`src/rtl/cl_ddr_scrubber.sv`:
```
// Write-only AXI master that scrubs a DDR page range with full 4 KiB bursts of a
// replicated 32-bit pattern, one burst outstanding at a time.
module cl_ddr_scrubber #(
  parameter logic [15:0] AXI_ID = 16'h0
) (
  input  logic         clk,
  input  logic         rst_n,
  input  logic         scrb_enable,
  input  logic [63:0]  scrb_start,
  input  logic [63:0]  scrb_end,
  input  logic [31:0]  scrb_pattern,
  output logic [63:0]  scrb_addr,
  output logic [2:0]   scrb_state,
  output logic         scrb_done,
  output logic         scrb_err,
  output logic [15:0]  awid,
  output logic [63:0]  awaddr,
  output logic [7:0]   awlen,
  output logic [2:0]   awsize,
  output logic         awvalid,
  input  logic         awready,
  output logic [15:0]  wid,
  output logic [511:0] wdata,
  output logic [63:0]  wstrb,
  output logic         wlast,
  output logic         wvalid,
  input  logic         wready,
  input  logic [15:0]  bid,
  input  logic [1:0]   bresp,
  input  logic         bvalid,
  output logic         bready
);

  typedef enum logic [2:0] {
    IDLE = 3'd0,
    ADDR = 3'd1,
    DATA = 3'd2,
    RESP = 3'd3,
    DONE = 3'd4
  } state_t;

  state_t      state_q, state_d;
  logic        en_q, start_q;
  logic [51:0] page_q, page_d;   // addresses are tracked as 4 KiB page numbers
  logic [51:0] end_q, end_d;
  logic [51:0] page_inc;
  logic [31:0] pat_q, pat_d;
  logic [5:0]  beat_q, beat_d;
  logic        err_d;

  // Only page numbers are used; bid is irrelevant with a single outstanding ID.
  logic unused_inputs;
  assign unused_inputs = ^{bid, scrb_start[11:0], scrb_end[11:0]};

  assign page_inc = page_q + 52'd1;

  always_comb begin
    // NOTE: every always_comb output gets a default first so no path infers a latch.
    state_d = state_q;
    page_d  = page_q;
    end_d   = end_q;
    pat_d   = pat_q;
    beat_d  = beat_q;
    err_d   = scrb_err;
    unique case (state_q)
      IDLE: begin
        if (start_q) begin
          page_d  = scrb_start[63:12];
          end_d   = scrb_end[63:12];
          pat_d   = scrb_pattern;
          err_d   = 1'b0;
          state_d = (scrb_start[63:12] >= scrb_end[63:12]) ? DONE : ADDR;
        end
      end
      ADDR: begin
        if (awvalid && awready) begin
          state_d = DATA;
          beat_d  = 6'd0;
        end
      end
      DATA: begin
        if (wvalid && wready) begin
          beat_d = beat_q + 6'd1;
          if (beat_q == 6'd63) state_d = RESP;
        end
      end
      RESP: begin
        if (bvalid) begin
          if (bresp != 2'b00) err_d = 1'b1;
          page_d = page_inc;
          // An abort only takes effect here, so a started burst always completes.
          if (!scrb_enable)           state_d = IDLE;
          else if (page_inc >= end_q) state_d = DONE;
          else                        state_d = ADDR;
        end
      end
      DONE: begin
        if (!scrb_enable) state_d = IDLE;
      end
      default: state_d = IDLE;
    endcase
  end

  // Channel strobes are registered from the next state so every output comes from a flop.
  always_ff @(posedge clk or negedge rst_n) begin
    if (!rst_n) begin
      state_q   <= IDLE;
      en_q      <= 1'b0;
      start_q   <= 1'b0;
      page_q    <= '0;
      end_q     <= '0;
      pat_q     <= '0;
      beat_q    <= '0;
      scrb_err  <= 1'b0;
      scrb_done <= 1'b0;
      awvalid   <= 1'b0;
      wvalid    <= 1'b0;
      wlast     <= 1'b0;
      bready    <= 1'b0;
    end else begin
      // NOTE: sequential state uses non-blocking assignments so all flops update together.
      state_q   <= state_d;
      en_q      <= scrb_enable;
      start_q   <= scrb_enable & ~en_q;
      page_q    <= page_d;
      end_q     <= end_d;
      pat_q     <= pat_d;
      beat_q    <= beat_d;
      scrb_err  <= err_d;
      scrb_done <= (state_d == DONE);
      awvalid   <= (state_d == ADDR);
      wvalid    <= (state_d == DATA);
      wlast     <= (state_d == DATA) && (beat_d == 6'd63);
      bready    <= (state_d == RESP);
    end
  end

  assign scrb_addr  = {page_q, 12'h000};
  assign scrb_state = state_q;
  assign awid       = AXI_ID;
  assign awaddr     = {page_q, 12'h000};
  assign awlen      = 8'd63;
  assign awsize     = 3'b110;
  assign wid        = AXI_ID;
  assign wdata      = {16{pat_q}};
  assign wstrb      = {64{1'b1}};

endmodule

```
`config.mk`:
```
export PLATFORM = sky130hd
export DESIGN_NAME = cl_ddr_scrubber
export DESIGN_NICKNAME = d
export VERILOG_FILES = /design/src/rtl/cl_ddr_scrubber.sv
export SDC_FILE = /design/constraint.sdc
export NUM_CORES = 1
export LEC_CHECK = 0
export ABC_AREA = 1
export BUFFER_PORTS_ARGS = -buffer_cell sky130_fd_sc_hd__buf_4
export CORE_AREA = 2 2 363 365
export CTS_CLUSTER_SIZE = 28
export DETAILED_ROUTE_END_ITERATION = 10
export DIE_AREA = 0 0 365 367
export PLACE_DENSITY = 0.31
export SETUP_SLACK_MARGIN = 0.1
export SYNTH_ARGS = -nofsm -noshare
export SYNTH_HDL_FRONTEND = slang
export SYNTH_SLANG_ARGS = --single-unit
```
`constraint.sdc`:
```
create_clock -name clk -period 4.8 [get_ports clk]
set_clock_uncertainty 0.1 [all_clocks]
set_input_delay 0.24 -clock clk [delete_from_list [all_inputs] [get_ports clk]]
set_output_delay 0.24 -clock clk [all_outputs]
set_load 0.1 [all_outputs]
```
=== Word-level counts from Yosys, hierarchy flattened ===
Index checks and enable logic that the tools add are counted.

* Order comparisons: 2
* Muxes and demuxes: 20
* Reduce and logical (&&, ||, !) cells: 9
* Add/sub/neg operators: 2
* Eq/ne operators: 13
* Bitwise gates (word level): 2

{| class="wikitable"
|+ Operators by type and width
! kind !! number
|-
| $ge 52x52->1 || 2
|-
| $mux 52 || 2
|-
| $pmux 52 s2 || 1
|-
| $add 52x1->52 const B || 1
|-
| $mux 3 || 9
|-
| $pmux 3 s5 || 1
|-
| $eq 3x2->1 const B || 4
|-
| $eq 6x6->1 const B || 2
|-
| $mux 6 || 2
|-
| $pmux 6 s2 || 1
|-
| $add 6x1->6 const B || 1
|-
| $eq 3x1->1 const B || 2
|-
| $eq 3x3->1 const B || 2
|-
| $ne 2x2->1 const B || 3
|-
| $reduce_and 4->1 || 1
|-
| $reduce_bool 2->1 || 2
|-
| $logic_and 1x1->1 || 3
|-
| $logic_not 3->1 || 1
|-
| $mux 1 || 3
|-
| $reduce_and 3->1 || 1
|-
| $pmux 1 s2 || 1
|-
| $reduce_and 2->1 || 1
|-
| $and 1x1->1 || 1
|-
| $not 1->1 || 1
|}

* Logic and storage cells: 61
* Register bits: 153
* Bits of input ports: 184
* Output and inout bits: 756

=== Longest topological paths before layout ===
Gate-level depths: netlist (run 1).

* Depth in word-level cells: 8
* Depth in mapped cells: 23
* Depth with buffers taken out: 23

=== Least setup slack after synthesis (run 1) ===
OpenSTA, ideal clock, no wires.

* Path type: reg-to-reg
* Start: reg page_q[1]
* End: reg awvalid
* Library setup time: 0.113 ns
* Required time: 4.587 ns
* Path slack: 1.246 ns
* Buffers on the path: 0
* Cell stages (with the launch flop): 21
* Arrival: 3.341 ns
* Cells stage by stage: dfrtp_1 > ha_1 > nand2_1 > inv_2 > nand3_2 > nor2_4 > nand3_1 > nor2_1 > xor2_1 > inv_1 > ha_1 > nand2_1 > nor2_1 > a21boi_0 > nor2_1 > nand3_1 > nand2_1 > nand4_1 > nand3_1 > nand2_1 > inv_1

* Cells in the longest elaborated chain, start to end: 7

{| class="wikitable"
|+ Ends and longest elaborated chain
! element !! RTL line !! RTL
|-
| start: declaration || 44 || <nowiki>logic [51:0] page_q, page_d;</nowiki>
|-
| start signal: assignment || 125 || <nowiki>page_q <= page_d;</nowiki>
|-
| $add 52x1->52 || 55 || <nowiki>assign page_inc = page_q + 52'd1;</nowiki>
|-
| $ge 52x52->1 || 93 || <nowiki>else if (page_inc >= end_q) state_d = DONE;</nowiki>
|-
| $mux 3 || 93 ||
|-
| $mux 3 || 92 || <nowiki>if (!scrb_enable) state_d = IDLE;</nowiki>
|-
| $mux 3 || 88 || <nowiki>if (bvalid) begin</nowiki>
|-
| $pmux 3 s5 || 65 || <nowiki>unique case (state_q)</nowiki>
|-
| net state_d[0] || 42 || <nowiki>state_t state_q, state_d;</nowiki>
|-
| $eq 3x1->1 || 131 || <nowiki>awvalid <= (state_d == ADDR);</nowiki>
|-
| end signal: assignment || 131 ||
|-
| end: declaration || 20 || <nowiki>output logic awvalid,</nowiki>
|}

The timed path passes the listed nets, and every way through them passes these cells.
A chain may end at the register's enable or synchronous reset.

=== Worst setup path after layout (run 1) ===
* Start: reg page_q[8]
* End: reg awvalid

Same word-level chain as after synthesis.

==> impl_metrics.ini, run 1 <==
[status]
status = finished clean

[route]
detail-route-antenna-nets = 0
detail_route.wl_per_cell_um = 17.3
firstDrtPassIters = 4
initialDrtViolationCount = 543
wirelength_um = 73500
vias_per_cell = 3.13
drc = 0
num_vias = 13327

[yosys]
synth-edff-count = 0
yosys.cell_types.count = 47
syn_area_per_cell_um2 = 7.39
synth_top_cell_by_area = buf_4
yosysTopAreaCellShare = 0.319
ys_seq_area_frac = 0.245
synth.area.top_cells = buf_4 32%, dfrtp_1 25%, nand2_1 9.3%, ha_1 8.5%, inv_1 5.2%
yosysWarnings = 0
ys_seq_elements = 153
ys.flop_type = dfrtp_1
synth_area_um2 = 15600
async_flop_share = 1.00
syn-instance-count = 2110

[worst_setup_path]
timing.reg2reg.setup_slack_ns = 0.73
crit_required_ns = 5.15
crit_arrival_ns = 4.42
crit_fanout = 6
reg2reg_depth = 20
timing.rr.start = page_q[8]
timing.rr.end = awvalid
end_kind = flip-flop
critPathKind = flip-flop to flip-flop
cp-start-kind = flip-flop

[timing]
finalHoldViolCount = 0
fin_tns_setup_ns = 0
relSlewSlack = 0.329
fmax_mhz = 246
rsz0062_at_grt = no
slew_viol_final = 0
period_minus_slack_ns = 4.07
worst_pin_slew_ns = 1.01
timing.final.crit_share = 0.848
finalSetupViolCount = 0

[finish]
syn2layout_area_growth_pct = 35.7
drive_gt1_frac = 0.352
final_cell_mix = 794 x buf_4, 388 x nand2_1, 216 x inv_1
nets = 2782
final_common_cell = buf_4
post-route-util = 0.162

[global_routing]
gr-usage-met3 = 0.0170
grt_max_degree = 88
busiest_layer = met2
grt_pass1_vias = 12789
grt_util_met1 = 0.132
track_usage = 0.106
antenna_found_initial = 5
gr-total-overflow = 0
use_met2 = 0.189
grt_pass1_wl_um = 99200

[clocking]
cts_hold_buffers = 139
post_cts_buffers = 0
clk_latency_ns = 0.51
clock_path_buffers = 2
clockRootBuffer = clkbuf_16
cts_sinks = 153
h-tree-depth = 4
post_cts_resized = 0
numCtsBuffers = 17
cts_tree = built
clk_pin_slew_worst_paths_ns = 0.09

[floorplanning]
dieArea_um2 = 134000
die_y_um = 367
die_width_um = 365
rows = 133
boundaryPins = 940
core_area_um2 = 130000
start_util = 0.120

[place]
place.gp.congestion = 0.739
dp_hpwl_um = 60700
portBuffers = 768

[worst_hold_path]
holdPathStages = 3
hold_end = page_q[38]
min_path_type = input pin to flip-flop
min-delay-start = scrb_start[50]

[flow_run]
timing.max_cap.violations = 0
## state kept, by name, summed over array words and instances (netlist names)
signal      flops
beat_q          6
scrb_err        1
awvalid         1
end_q          52
pat_q          32
start_q         1
en_q            1
page_q         52
bready          1
wlast           1
scrb_done       1
wvalid          1
scrb_state      3
## stage by stage
step	hold WS, ns	cell area [um^2]	instances	worst slack (ns)
floorplan	-0.156	16100	2239	1.25
global placement	0.282	19200	4089	0.625
detailed placement	0.282	19200	4089	0.615
CTS	0.0463	21200	4260	0.579
global route	0.0927	21200	4260	0.363
finish	0.0827	21200	4262	0.730
## worst max path at each step
stage	endpoint	startpoint	slack [ns]
floorplan	awvalid	page_q[1]	1.25
global placement	bready	page_q[8]	0.62
detailed placement	bready	page_q[8]	0.62
CTS	bready	page_q[8]	0.58
global route	bready	page_q[8]	0.36
finish	awvalid	page_q[8]	0.73
## synthesized netlist by cell type (all sizes together), types with 2 or more instances
cell	count
xor2	41
o22ai	32
nand3	46
nand3b	2
ha	106
nand4	28
and2	3
nor2	147
nor3	27
a21o	4
nand2	396
o21ai	114
nor4	5
xnor2	2
or2	3
a21oi	57
clkbuf	21
dfrtp	153
o21a	2
conb	2
inv	230
a31oi	2
buf	681
## kinds of logic (layout without fill, tap and decap cells)
logic type / count (synthesis) / after routing / synth area share
adders and majority gates: 106 / 106 / 0.0850
DFF: 153 / 153 / 0.245
buffers and inverters: 932 / 1198 / 0.385
AOI/OAI and AO/OA: 215 / 215 / 0.0742
other: 2 / 133 / 0.000481
xor gates and xnor gates: 43 / 43 / 0.0256
and+or+nand+nor: 659 / 659 / 0.184
## critical path: stages, from the launching register on
cell,delay [ns]
dfrtp_1,0.56
nand2_2,0.19
nor2_4,0.24
nand4_1,0.25
nor3_1,0.49
nand4_1,0.30
or2_0,0.27
nand2_1,0.08
inv_1,0.05
ha_1,0.28
nand2_1,0.07
inv_1,0.04
o21bai_1,0.11
nand2_1,0.07
a21oi_1,0.12
nand2_1,0.06
a21oi_1,0.16
nand4_1,0.24
nand3_1,0.21
nand2_1,0.06
inv_1,0.05
## final cells by class
cell class | instances | area (um^2)
flip-flops and latches | 153 | 3830
multi-input cells | 1154 | 6260
well taps | 1755 | 2200
fillers | 15096 | 109000
diodes | 2 | 5.00
clock inverters | 15 | 176
inverters | 230 | 863
repair buffers | 936 | 7410
clock buffers | 17 | 425
## layer usage
layer,wire length [um],part of all wire
met5,41,0.00056
met4,647,0.0088
met3,3260,0.044
met2,37200,0.51
met1,32400,0.44
Power of run 1 is not shown: default switching activity piles up to over one toggle a cycle in this logic, so the estimate is an artifact.
==> run 2, diff against run 1 <==
CORE_AREA = 2 2 371 373   (was 2 2 363 365)
DIE_AREA = 0 0 373 375   (was 0 0 365 367)
PLACE_DENSITY = 0.3   (was 0.31)
clock period = 3.75 ns   (was 4.8 ns; I/O delays follow)
==> impl_metrics.ini, run 2 (synthesis results as in run 1) <==
[timing]
timing.final.crit_share = 0.906
period_minus_slack_ns = 3.40
fmax_mhz = 294
rsz0062_at_grt = no
worst_pin_slew_ns = 1.13
finalHoldViolCount = 0
whs_ns = 0.0730
finalSetupViolCount = 0
slew_viol_final = 0
fin_tns_setup_ns = 0
relSlewSlack = 0.247

[worst_setup_path]
critPathKind = flip-flop to flip-flop
crit_fanout = 3
crit_arrival_ns = 3.75
cp-start-kind = flip-flop
end_kind = flip-flop
crit_required_ns = 4.10

[global_routing]
grt_pass1_wl_um = 103000
grt_pass1_vias = 13359
use_met2 = 0.184
grt_max_degree = 136
busiest_layer = met2
gr-usage-met3 = 0.0205
gr-total-overflow = 0
antenna_found_initial = 7
track_usage = 0.105
grt_util_met1 = 0.131

[floorplanning]
start_util = 0.114
boundaryPins = 940
dieArea_um2 = 140000
rows = 136
die_width_um = 373
core_area_um2 = 136000
die_y_um = 375

[clocking]
numCtsBuffers = 17
h-tree-depth = 4
clockRootBuffer = clkbuf_16
cts_sinks = 153
clk_pin_slew_worst_paths_ns = 0.07
clk_latency_ns = 0.53
clock_path_buffers = 2
cts_tree = built

[route]
vias_per_cell = 3.10
firstDrtPassIters = 4
initialDrtViolationCount = 430
drc = 0
wirelength_um = 75900
detail_route.wl_per_cell_um = 17.1
num_vias = 13761
detail-route-antenna-nets = 0

[place]
place.gp.congestion = 0.717
dp_hpwl_um = 62400
portBuffers = 768
place_area_um2 = 20100

[status]
status = finished clean

[finish]
nets = 2915
final_cell_mix = 917 x buf_4, 382 x nand2_1, 214 x inv_1
post-route-util = 0.165
final_common_cell = buf_4
largestRegisters = end_q (52), page_q (52), pat_q (32)
drive_gt1_frac = 0.402
fin_area_um2 = 22500
syn2layout_area_growth_pct = 44.0

[flow_run]
timing.max_cap.violations = 0

[worst_hold_path]
min_path_type = input pin to flip-flop
[run 2: changes by cell type in the layout (fill, tap and decap cells not counted), moves of 4 or more]
| cell | before | now |
|---|---|---|
| nor2_2 | 4 | 14 |
| dfrtp_2 | 0 | 6 |
| nor3_1 | 17 | 13 |
| nor2_1 | 136 | 123 |
| nand2_1 | 388 | 382 |
| buf_4 | 794 | 917 |
| clkinv_8 | 4 | 0 |
| nand3_1 | 42 | 37 |
| dfrtp_1 | 153 | 147 |
| buf_6 | 0 | 4 |
[run 2: repair_timing]
item                                    4_1_cts  5_1_grt
pin swaps                                     0       37
endpoints found under the setup margin        6        7
buffers inserted                              1       10
hold endpoints to repair                    296        0
hold buffers                                142        0
gates resized for setup                       2       63
[run 2: layer usage]
metal  vias up  wire length, um
met5         -               38
met4         6             1280
met3        38             3480
met2       491            37900
met1      6368            33200
li1       6858                -
[run 2: stage by stage]
stage	instances	worst slack (ns)
floorplan	2239	0.196
global placement	4247	-0.0506
detailed placement	4247	0.00237
CTS	4422	0.0972
global route	4434	0.0866
finish	4436	0.353
[run 2: layout make-up]
type,instances,area [um^2]
multi-input combinational,1154,6490
fill,15527,114000
antenna,4,10.0
sequential,153,3840
clock buffer,17,425
clock inverter,15,141
timing repair buffer,1069,8460
tap,1794,2240
inverter,230,863
[run 2: critical path, cell delays in order (launching register included)]
cell      delay, ns
dfrtp_1        0.37
buf_6          0.12
nand2_1        0.07
nor3_2         0.23
buf_4          0.18
nand2_4        0.06
nor2_4         0.20
buf_6          0.14
nand4_1        0.13
buf_4          0.19
xor2_1         0.15
ha_1           0.27
nand2_1        0.08
nor2_1         0.19
nand4_1        0.12
nand3b_1       0.21
nand4_1        0.13
buf_6          0.14
nand4_1        0.11
nor2_1         0.13
[run 2: worst paths after layout]
path | startpoint | to | slack, ns | cells past startpoint
hold reg to reg | en_q | start_q | 0.31 | 1
min in group asynchronous | rst_n | end_q[36] | 0.19 | 3
setup reg to reg | page_q[4] | wlast | 0.35 | 19
setup / recovery | page_q[4] | wlast | 0.35 | 19
max in group asynchronous | rst_n | pat_q[29] | 2.55 | 3
hold / removal | wready | beat_q[1] | 0.07 | 5
Power of run 2 is left out for the same reason.
